File: src/rtl/jtframe_prog_pack.sv
// jtframe_prog_pack
// Packs the 8-bit ROM download stream into 16-bit SDRAM programming writes.
// Byte addresses are split into an SDRAM bank and an in-bank word address
// using configurable boundaries. Writes wait in a small FIFO so that SDRAM
// refresh or bank contention never stalls the loader.
module jtframe_prog_pack #(
  parameter int          SDRAMW    = 22,
  parameter logic [25:0] BA1_START = 26'h100_0000,
  parameter logic [25:0] BA2_START = 26'h200_0000,
  parameter logic [25:0] BA3_START = 26'h300_0000,
  parameter int          DEPTH     = 4
) (
  input  logic              clk,
  input  logic              rst_n,
  input  logic              ioctl_rom,
  input  logic [25:0]       ioctl_addr,
  input  logic [7:0]        ioctl_dout,
  input  logic              ioctl_wr,
  output logic [SDRAMW-1:0] prog_addr,
  output logic [15:0]       prog_data,
  output logic [1:0]        prog_mask,
  output logic [1:0]        prog_ba,
  output logic              prog_we,
  input  logic              prog_rdy,
  output logic              dwnld_busy,
  output logic              overflow
);

  localparam int PW = (DEPTH > 1) ? $clog2(DEPTH) : 1;
  localparam int CW = $clog2(DEPTH + 1);

  typedef struct packed {
    logic [1:0]        ba;
    logic [SDRAMW-1:0] addr;
    logic [15:0]       data;
    logic [1:0]        mask;
  } entry_t;

  // Bank decode of the incoming byte
  logic [1:0]        w_ba;
  logic [25:0]       w_off;
  logic [SDRAMW-1:0] w_waddr;
  logic              w_odd;

  // Hold register: one byte waiting for its partner
  logic              r_hvalid;
  logic [1:0]        r_hba;
  logic [SDRAMW-1:0] r_hwaddr;
  logic [7:0]        r_hbyte;
  logic              r_hodd;

  // Push request generation
  logic   w_byte;
  logic   w_pair;
  logic   w_push_req;
  logic   w_hold_load;
  logic   w_hold_clear;
  entry_t w_push_entry;
  entry_t w_partial;

  // FIFO
  entry_t          r_mem [DEPTH];
  logic [PW-1:0]   r_wptr;
  logic [PW-1:0]   r_rptr;
  logic [CW-1:0]   r_count;
  logic            w_pop;
  logic            w_room;
  logic            w_push;
  logic            w_stall;
  logic            w_drop;
  entry_t          w_head;

  // Status
  logic r_rom_d;
  logic r_overflow;
  logic r_busy;

  // Map the byte address to a bank and an in-bank word address
  always_comb begin
    w_ba  = 2'd0;
    w_off = ioctl_addr;
    if (ioctl_addr >= BA3_START) begin
      w_ba  = 2'd3;
      w_off = ioctl_addr - BA3_START;
    end else if (ioctl_addr >= BA2_START) begin
      w_ba  = 2'd2;
      w_off = ioctl_addr - BA2_START;
    end else if (ioctl_addr >= BA1_START) begin
      w_ba  = 2'd1;
      w_off = ioctl_addr - BA1_START;
    end
    w_waddr = SDRAMW'(w_off >> 1);
    w_odd   = w_off[0];
  end

  assign w_byte = ioctl_rom & ioctl_wr;
  assign w_pair = r_hvalid & ~r_hodd & w_odd &
                  (r_hba == w_ba) & (r_hwaddr == w_waddr);

  // Decide what, if anything, goes into the FIFO this cycle
  always_comb begin
    w_partial.ba   = r_hba;
    w_partial.addr = r_hwaddr;
    w_partial.data = {r_hbyte, r_hbyte};
    w_partial.mask = r_hodd ? 2'b01 : 2'b10;

    w_push_req   = 1'b0;
    w_hold_load  = 1'b0;
    w_hold_clear = 1'b0;
    w_push_entry = '0;

    if (w_byte) begin
      if (w_pair) begin
        w_push_req        = 1'b1;
        w_push_entry.ba   = r_hba;
        w_push_entry.addr = r_hwaddr;
        w_push_entry.data = {ioctl_dout, r_hbyte};
        w_push_entry.mask = 2'b00;
        w_hold_clear      = 1'b1;
      end else if (r_hvalid) begin
        w_push_req   = 1'b1;
        w_push_entry = w_partial;
        w_hold_load  = 1'b1;
      end else begin
        w_hold_load = 1'b1;
      end
    end else if (!ioctl_rom && r_hvalid) begin
      w_push_req   = 1'b1;
      w_push_entry = w_partial;
      w_hold_clear = 1'b1;
    end
  end

  // A full FIFO still takes a push when the head leaves on the same edge.
  // A blocked end-of-download flush is not a lost byte: hold simply retries.
  assign w_pop   = prog_rdy & (r_count != '0);
  assign w_room  = (r_count < CW'(DEPTH)) | w_pop;
  assign w_push  = w_push_req & w_room;
  assign w_stall = w_push_req & ~w_room;
  assign w_drop  = w_stall & w_byte;

  // Hold register update; left untouched when the push it needs is blocked
  always_ff @(posedge clk or negedge rst_n) begin
    if (!rst_n) begin
      r_hvalid <= 1'b0;
      r_hba    <= '0;
      r_hwaddr <= '0;
      r_hbyte  <= '0;
      r_hodd   <= 1'b0;
    end else if (!w_stall) begin
      if (w_hold_load) begin
        r_hvalid <= 1'b1;
        r_hba    <= w_ba;
        r_hwaddr <= w_waddr;
        r_hbyte  <= ioctl_dout;
        r_hodd   <= w_odd;
      end else if (w_hold_clear) begin
        r_hvalid <= 1'b0;
      end
    end
  end

  // FIFO storage; contents are only observed while the count is non-zero
  always_ff @(posedge clk) begin
    if (w_push) begin
      r_mem[r_wptr] <= w_push_entry;
    end
  end

  // FIFO pointers and occupancy
  always_ff @(posedge clk or negedge rst_n) begin
    if (!rst_n) begin
      r_wptr  <= '0;
      r_rptr  <= '0;
      r_count <= '0;
    end else begin
      if (w_push) begin
        r_wptr <= r_wptr + PW'(1);
      end
      if (w_pop) begin
        r_rptr <= r_rptr + PW'(1);
      end
      case ({w_push, w_pop})
        2'b10:   r_count <= r_count + CW'(1);
        2'b01:   r_count <= r_count - CW'(1);
        default: r_count <= r_count;
      endcase
    end
  end

  // Head of the FIFO drives the programming port; idle values when empty
  assign w_head    = r_mem[r_rptr];
  assign prog_we   = (r_count != '0);
  assign prog_addr = prog_we ? w_head.addr : '0;
  assign prog_data = prog_we ? w_head.data : '0;
  assign prog_mask = prog_we ? w_head.mask : 2'b11;
  assign prog_ba   = prog_we ? w_head.ba   : 2'b00;

  // Sticky overflow, cleared when a new download starts
  always_ff @(posedge clk or negedge rst_n) begin
    if (!rst_n) begin
      r_rom_d    <= 1'b0;
      r_overflow <= 1'b0;
    end else begin
      r_rom_d <= ioctl_rom;
      if (w_drop) begin
        r_overflow <= 1'b1;
      end else if (ioctl_rom && !r_rom_d) begin
        r_overflow <= 1'b0;
      end
    end
  end

  // Busy while downloading or while anything is still waiting to be written
  always_ff @(posedge clk or negedge rst_n) begin
    if (!rst_n) begin
      r_busy <= 1'b0;
    end else begin
      r_busy <= ioctl_rom | r_hvalid | (r_count != '0);
    end
  end

  assign overflow   = r_overflow;
  assign dwnld_busy = r_busy;

endmodule

File: config.mk
export PLATFORM = sky130hd
export DESIGN_NAME = jtframe_prog_pack
export DESIGN_NICKNAME = d
export VERILOG_FILES = /design/src/rtl/jtframe_prog_pack.sv
export SDC_FILE = /design/constraint.sdc
export NUM_CORES = 1
export LEC_CHECK = 0
export CAP_MARGIN = 0
export CORE_MARGIN = 1
export CORE_UTILIZATION = 30
export CTS_BUF_LIST = sky130_fd_sc_hd__clkbuf_8
export DETAILED_ROUTE_END_ITERATION = 10
export PLACE_DENSITY = 0.49
export SYNTH_ARGS = -nofsm -noshare
export SYNTH_HDL_FRONTEND = slang
export SYNTH_SLANG_ARGS = --single-unit
File: constraint.sdc
create_clock -name clk -period 3.8 [get_ports clk]
set_clock_uncertainty 0.05 [all_clocks]
set_input_delay 0.76 -clock clk [delete_from_list [all_inputs] [get_ports clk]]
set_output_delay 0.76 -clock clk [all_outputs]
set_load 0.01 [all_outputs]
-- After elaboration in Yosys (flattened, before gate mapping)
Memory sizes are Yosys's and may differ from the RTL's.
Cells that the tools add are included.
- add/sub/neg operators: 7
- multiply operators: 0
- div/mod/pow operators: 0
- $lt $le $gt $ge: 4
- equality and inequality tests: 4
- shift-type cells: 0
- multiplexer cells: 30
- bitwise logic cells: 15
- reductions and logical operators: 10
- operators with widths (cell ; count):
    two-way mux 42 bit ; 4
    two-way mux 23 bit ; 3
    subtractor 23 x 1 -> 23 bit, second input constant ; 3
    >= comparator 26 bit, second input constant ; 2
    >= comparator 26 x 25 -> 1 bit, second input constant ; 1
    == test 22 bit ; 1
    two-way mux 22 bit ; 1
    two-way mux 16 bit ; 1
    two-way mux 1 bit ; 15
    two-way mux 2 bit ; 5
    bitwise AND 1 bit ; 9
    case mux 3 bit (2 select lines) ; 1
    nonzero test 2 bit ; 3
    adder 2 x 1 -> 2 bit, second input constant ; 2
    AND reduction 2 bit ; 2
    adder 3 x 1 -> 3 bit, second input constant ; 1
    less-than comparator 3 bit, second input constant ; 1
    NOT 1 bit ; 3
    bitwise OR 1 bit ; 3
    nonzero test 3 bit ; 1
    subtractor 3 x 1 -> 3 bit, second input constant ; 1
    == test 2 x 1 -> 1 bit, second input constant ; 1
    == test 2 bit ; 1
    == test 2 bit, second input constant ; 1
    other kinds (2) ; 4
- register bits: 44
- bits in latches: 0
- memory bits (writable): 168
- bits in read-only memories: 0
- bits of input ports: 39
- output and inout port bits: 45
- logic and storage cells: 82
- memories kept: 1
- memories (name ; words ; bits a word ; rd ports ; clocked after memory_dff ; wr ports ; line ; RTL):
    r_mem ; 4 ; 42 ; 1 ; 0 ; 1 ; 62 ; entry_t r_mem [DEPTH];

-- Depth between registers and ports, before layout
Gate-level depths: netlist of run 1.
- word-level depth: 12
- depth in mapped cells: 10
- depth with buffers taken out: 10

-- Least setup slack after synthesis of run 1
Ideal clock, no wire load.
- path kind: input port to flip-flop
- from: in ioctl_wr
- to: mem r_mem[0][0] (netlist name), enable pin
- library setup time: 403 ps
- arrival: 2376 ps
- slack: 970 ps
- stages: 4
- path buffers: 0
- path through: nand2b_1 nand2_1 nor2_1 and2_1
- word-level cells in the longest chain between the ends: 5
- ends and longest elaborated chain (item ; line ; RTL):
    from (decl) ; 18 ; input logic ioctl_wr,
    bitwise AND 1 bit ; 96 ; assign w_byte = ioctl_rom & ioctl_wr;
    two-way mux 1 bit ; 112 ; if (w_byte) begin
    bitwise AND 1 bit ; 138 ; assign w_push = w_push_req & w_room;
    two-way mux 1 bit ; 165 ; if (w_push) begin
    two-way mux 1 bit (implied by the code) ; 166 ; r_mem[r_wptr] <= w_push_entry;
    to (decl) ; 62 ;
Every way passes these cells.

-- Worst setup path after layout of run 1
- from: reg r_rptr[0]
- to: out prog_addr[8]
- word-level cells in the longest chain between the ends: 2
- ends and longest elaborated chain (item ; line ; RTL):
    from (decl) ; 64 ; logic [PW-1:0] r_rptr;
    from (signal assigned) ; 181 ; r_rptr <= r_rptr + PW'(1);
    memory (4 x 42 bit) ; n/a ;
    two-way mux 22 bit ; 194 ; assign prog_addr = prog_we ? w_head.addr : '0;
    to (decl) ; 19 ; output logic [SDRAMW-1:0] prog_addr,
Every way passes these cells.

==> results of run 1 <==
how the worst max path moves through the flow:
stage / startpoint / endpoint / depth (start not counted)
2_1_floorplan: ioctl_wr / r_mem[0][0] / 4
3_5_place_dp: ioctl_addr[18] / r_hwaddr[3] / 7
6_report: r_rptr[0] / prog_addr[8] / 4
3_3_place_gp: ioctl_addr[18] / r_hwaddr[10] / 7
4_1_cts: r_rptr[0] / prog_addr[10] / 4
5_1_grt: r_rptr[0] / prog_addr[10] / 4
metrics by stage:
| stage | setup slack, ps | instance area (µm²) | hold WS [ps] | std cells |
|---|---|---|---|---|
| floorplan | 970.2 | 8820 | 391.9 | 486 |
| global placement | 448.3 | 10250 | 421.5 | 948 |
| detailed placement | 410.2 | 10250 | 421.3 | 948 |
| CTS | 127.2 | 10910 | 212.6 | 1010 |
| global route | 44.67 | 10910 | 238.3 | 1010 |
| finish | 226.2 | 10910 | 218.3 | 1010 |
cells in the mapped netlist, drive strengths merged, types with 4 or more instances:
cell	number
xor2	27
dfrtp	44
nor2	4
buf	8
nand2	6
ha	5
clkbuf	18
o21ai	5
nor4	5
mux2	41
mux4	42
and2	46
and3	33
inv	8
a22o	8
edfxtp	168
placed cells by master (no fill, tap or decap), types with 6 or more instances in the layout:
cell type / count
mux4_2: 42
a22o_1: 8
edfxtp_1: 168
buf_12: 7
and3_1: 33
buf_4: 15
xor2_1: 27
inv_1: 20
dfrtp_1: 42
clkbuf_8: 39
mux2_2: 41
clkdlybuf4s50_1: 81
and2_1: 42
nand2_1: 6
sequential cells by signal, summed over array words and instances (netlist names), 2 cells and up:
signal and cells:
r_hbyte 8, r_hwaddr 22, r_rptr 2, r_count 3, r_wptr 2, r_mem 168
r_hba 2
where the power goes:
part	switching (W)	internal, W
sequential	0.000238	0.00289
clock	0.000869	0.00101
combinational	0.00113	0.00145
total	0.00224	0.00536
layout make-up:
type	instances	area, µm²	area share, %
clock inverters	23	118.9	1.090
clock buffers	39	536.8	4.922
multi-input cells	240	2522	23.13
repair buffers	104	1069	9.798
flip-flops and latches	212	6148	56.38
well taps	384	480.5	4.406
inverters	8	30.03	0.2754
cells by family after synthesis:
family,count (synthesis)
AO/OA/AOI/OAI,15
XOR/XNOR,30
adder cells (fa/ha/maj),6
buffers and inverters,34
flip-flops,212
multiplexers,84
AND/OR/NAND/NOR,105
worst max-delay path, stage by stage (launching register included):
cell and delay [ps]:
dfrtp_2 740, buf_4 320, mux4_2 520, and2_1 190
clkdlybuf4s50_1 480
routing by layer:
layer | wire [µm] | GRT usage (%)
met3 | 617 | 2.566
met2 | 10240 | 23.74
met4 | 477 | 5.273
met5 | 0 | 0
met1 | 8869 | 17.49
==> impl_metrics.csv, run 1 <==
group,metric,value,unit
status,status,"finished, final reports clean",
power_and_ir_drop,peakVddDrop,0.2225,mV
floorplan,fp.dieH,173.5,µm
routing,drtAntennaViolNets,0,
final_layout,area_growth,23.65,%
clocking,cts_tree,"done",
timing,rsz0062_at_grt,"no",
floorplan,num_rows,62,
global_routing,track_usage,13.90,%
synth,yosys.area_share.simple,7.150,%
clocking,clkLatencyLatePin,510,ps
synth,synth.area.mux_share,16.07,%
setup_path,crit_type,"reg -> out",
timing,setup_violations,0,
global_routing,overflow,0,
timing,worst_pin_slew,715.0,ps
setup_path,r2r_slack,1080,ps
clocking,clockBufferDepth,3,
synth,synth_area_leader_cell,"edfxtp_1",
power_and_ir_drop,power,0.007593,W
final_layout,diodes,0,
hold_path,hold_class,"in -> async",
routing,wl,20200,µm
run,drv_cap,0,
final_layout,utilization,37.89,%
synth,synth_cells,486,
timing,drv_slew,0,
synth,yosysUniqueCellTypes,33,
synth,synth_fa_ha_area_share,0.9363,%
setup_path,r2r_start,"r_count[0]",
clocking,clkSinkCount,212,
routing,viasPerCell,4.630,
synth,ys_ff_latch,212,
placement,gp_congestion,0.7319,
synth,synthArstFlopShare,20.75,%
placement,dp_hpwl,13050,µm
clocking,clockRootBuffer,"clkbuf_8",
synth,synth_warnings,0,
clocking,hold_buffers,0,
routing,drt_iter0_markers,246,
global_routing,grt_pass1_vias,5254,
routing,drc,0,
power_and_ir_drop,p_leak,3.958,nW
setup_path,crit_required,2990,ps
power_and_ir_drop,powerDensity,696.3,nW/µm²
floorplan,core-area,28780,µm²
placement,portBuffers,82,
synth,ys_seq_area_share,69.68,%
final_layout,fill_cells,2674,
global_routing,grt_pass1_wl,31660,µm
floorplan,io_pins,84,
final_layout,layout-drive-gt1-share,25.72,%
synth,netlist_area,8820,µm²
global_routing,antenna_found_initial,0,
clocking,clk_pin_slew_worst_paths,60,ps
synth,yosys.area.top_type_share,57.20,%
synth,synth_edf_count,168,
final_layout,fin_nets,646,
global_routing,grt_max_degree,34,
setup_path,critPathMaxFanout,16,
floorplan,dieArea,30090,µm²
clocking,clock_tree.htree_level_count,2,
synth,synth-compound-area-share,1.305,%
routing,routedWlPerCell,20.00,µm
routing,vias,4676,
setup_path,worstReg2RegEnd,"r_count[2]",
floorplan,initial_core_util,30.65,%
setup_path,worstSetupStartpointType,"flop",
synth,synth_top_family_by_area,"multiplexers",
clocking,ctsResizeCount,0,
setup_path,worstPathArrival,2760,ps
timing,period_minus_slack,3574,ps
timing,max-slew-margin-rel,52.28,%
setup_path,critPathCaptureType,"primary output",
synth,synth_area_leaders,"edfxtp_1, dfrtp_1, mux4_2, mux2_2, and2_1",
routing,drt-pass1-iter-count,5,
timing,finalCritPeriodShare,94.05,%
clocking,cts_setup_buffers,0,
setup_path,reg2reg_depth,10,
timing,final-hold-violation-count,0,
clocking,cts_buffers,35,
floorplan,die_w,173.5,µm
timing,setup-tns-final,0,ps
synth,avgSynthCellArea,18.15,µm²
synth,synth-main-ff-cell,"edfxtp_1",
synth,synth_xor_area_share,2.979,%
timing,fmax,0.2798,GHz
synth,syn_nets,531,
Note: power is estimated with default switching activity, not from simulation.
==> run 2: changes to the inputs <==
- clock period: 3.8 -> 4.5 ns (I/O delays scaled with it)
==> run 2 against run 1 <==
  * Worst setup slack better by 360 ps
  * Critical path depth up 1
  * Global-route usage down 0.15 points
  * Largest cell class unchanged
  * Power down 16%
  * Clock-buffer cell count unchanged
  * Flip-flop and latch count unchanged
  * Core utilization down 0.25 points
  * Sequential share of layout area up 0.37 points
  * Sequential power down 16%
  * Final cell count down 0.30%
  * Via count down 0.64%
==> impl_metrics.csv, run 2 (synthesis gave the netlist of run 1 again) <==
group,metric,value,unit
routing,viasPerCell,4.614,
status,status,"finished, final reports clean",
final_layout,reg.largest.list,"r_mem x168, r_hwaddr x22, r_hbyte x8",
clocking,cts_setup_buffers,0,
setup_path,worstPathArrival,2970,ps
final_layout,fin_nets,640,
timing,finalCritPeriodShare,87.03,%
routing,drc,0,
floorplan,num_rows,62,
clocking,clockRootBuffer,"clkbuf_8",
global_routing,grt_pass1_vias,5197,
global_routing,overflow,0,
floorplan,fp.dieH,173.5,µm
global_routing,antenna_found_initial,0,
setup_path,worstSetupStartpointType,"flop",
timing,period_minus_slack,3916,ps
floorplan,io_pins,84,
routing,vias,4646,
routing,wl,20090,µm
clocking,clkLatencyLatePin,520,ps
power_and_ir_drop,powerDensity,591.5,nW/µm²
timing,rsz0062_at_grt,"no",
clocking,clockBufferDepth,3,
placement,gp_congestion,0.7100,
placement,dp_hpwl,12550,µm
global_routing,grt_pass1_wl,30850,µm
power_and_ir_drop,p_leak,3.917,nW
power_and_ir_drop,peakVddDrop,0.1872,mV
floorplan,dieArea,30090,µm²
timing,drv_slew,0,
setup_path,critPathMaxFanout,25,
timing,worst_pin_slew,735.4,ps
hold_path,hold_class,"in -> async",
setup_path,critPathCaptureType,"primary output",
timing,setup_violations,0,
final_layout,area_growth,22.84,%
final_layout,multi_input_area,2522,µm²
final_layout,seqCellArea,6148,µm²
clocking,cts_buffers,37,
setup_path,crit_required,3550,ps
clocking,cts_tree,"done",
routing,drtAntennaViolNets,0,
final_layout,layout-drive-gt1-share,24.72,%
timing,fmax,0.2553,GHz
final_layout,mostFrequentLayoutCell,"edfxtp_1",
clocking,hold_buffers,0,
global_routing,grt_max_degree,45,
global_routing,track_usage,13.74,%
final_layout,fill_cells,2655,
routing,drt-pass1-iter-count,4,
timing,final-hold-violation-count,0,
final_layout,regMostFlops,"r_mem",
final_layout,final_area,10830,µm²
placement,portBuffers,82,
timing,max-slew-margin-rel,50.92,%
timing,setup-tns-final,0,ps
final_layout,diodes,0,
clocking,clock_tree.htree_level_count,2,
clocking,clk_pin_slew_worst_paths,60,ps
floorplan,die_w,173.5,µm
clocking,ctsResizeCount,0,
clocking,clkSinkCount,212,
floorplan,initial_core_util,30.65,%
floorplan,core-area,28780,µm²
routing,routedWlPerCell,19.95,µm
placement,postPlaceCellArea,10150,µm²
run,drv_cap,0,
setup_path,crit_type,"reg -> out",
routing,drt_iter0_markers,246,
final_layout,largest_reg_flops,168,
final_layout,final_cell_mix,"edfxtp_1, clkdlybuf4s50_1, and2_1, mux4_2, dfrtp_1",
## run 2: path summary, 6_finish.rpt
path / cells past startpoint / slack, ps / to / start
worst max-delay path: 5 / 580 / prog_data[3] / r_rptr[0]
worst min-delay path: 2 / 410 / r_hwaddr[16] / rst_n
worst max register to register: 5 / 1940 / r_mem[2][16] / r_hwaddr[19]
worst min register to register: 2 / 440 / overflow / r_rom_d
max in group asynchronous: 2 / 3510 / r_rptr[0] / rst_n
min in group clk: 2 / 440 / overflow / r_rom_d
## run 2: cell type report
cell class	count	area share (%)
inverters	8	0.2772
repair buffers	96	8.962
multi-input cells	240	23.28
clock inverters	28	1.340
clock buffers	39	4.954
well taps	384	4.435
flip-flops and latches	212	56.75
## run 2: worst max-delay path, cell delays in order (launching register included)
cell and delay (ps):
dfrtp_2 620, buf_12 300, buf_4 300, mux4_2 550, and2_1 180, clkdlybuf4s50_1 480
## run 2: metrics by stage
stage | utilization (%) | std cells | worst slack (ps) | power, W | hold slack (ps)
after floorplan | - | 486 | 1530 | 0.003839 | 391.9
after global placement | 35.28 | 940 | 879.5 | 0.004847 | 412.3
after detailed placement | 35.28 | 940 | 889.2 | 0.004887 | 426.0
after CTS | 37.64 | 1007 | 491.7 | 0.006534 | 425.4
after global routing | 37.64 | 1007 | 376.6 | 0.006759 | 448.8
final | 37.64 | 1007 | 583.6 | 0.006409 | 410.7
## run 2: routing by layer
layer	share of wire, %	up-vias	GRT usage (%)
met2	51	107	23.86
met5	0	-	0
li1	-	2098	-
met1	43	2402	16.88
met4	2.6	0	5.199
met3	3.7	39	2.697
## run 2: report_power, final
group          total, W  switching (W)  internal [W]
sequential      0.00263       0.000187       0.00245
clock           0.00162       0.000760      0.000861
combinational   0.00216       0.000961       0.00119
total           0.00641        0.00191       0.00450
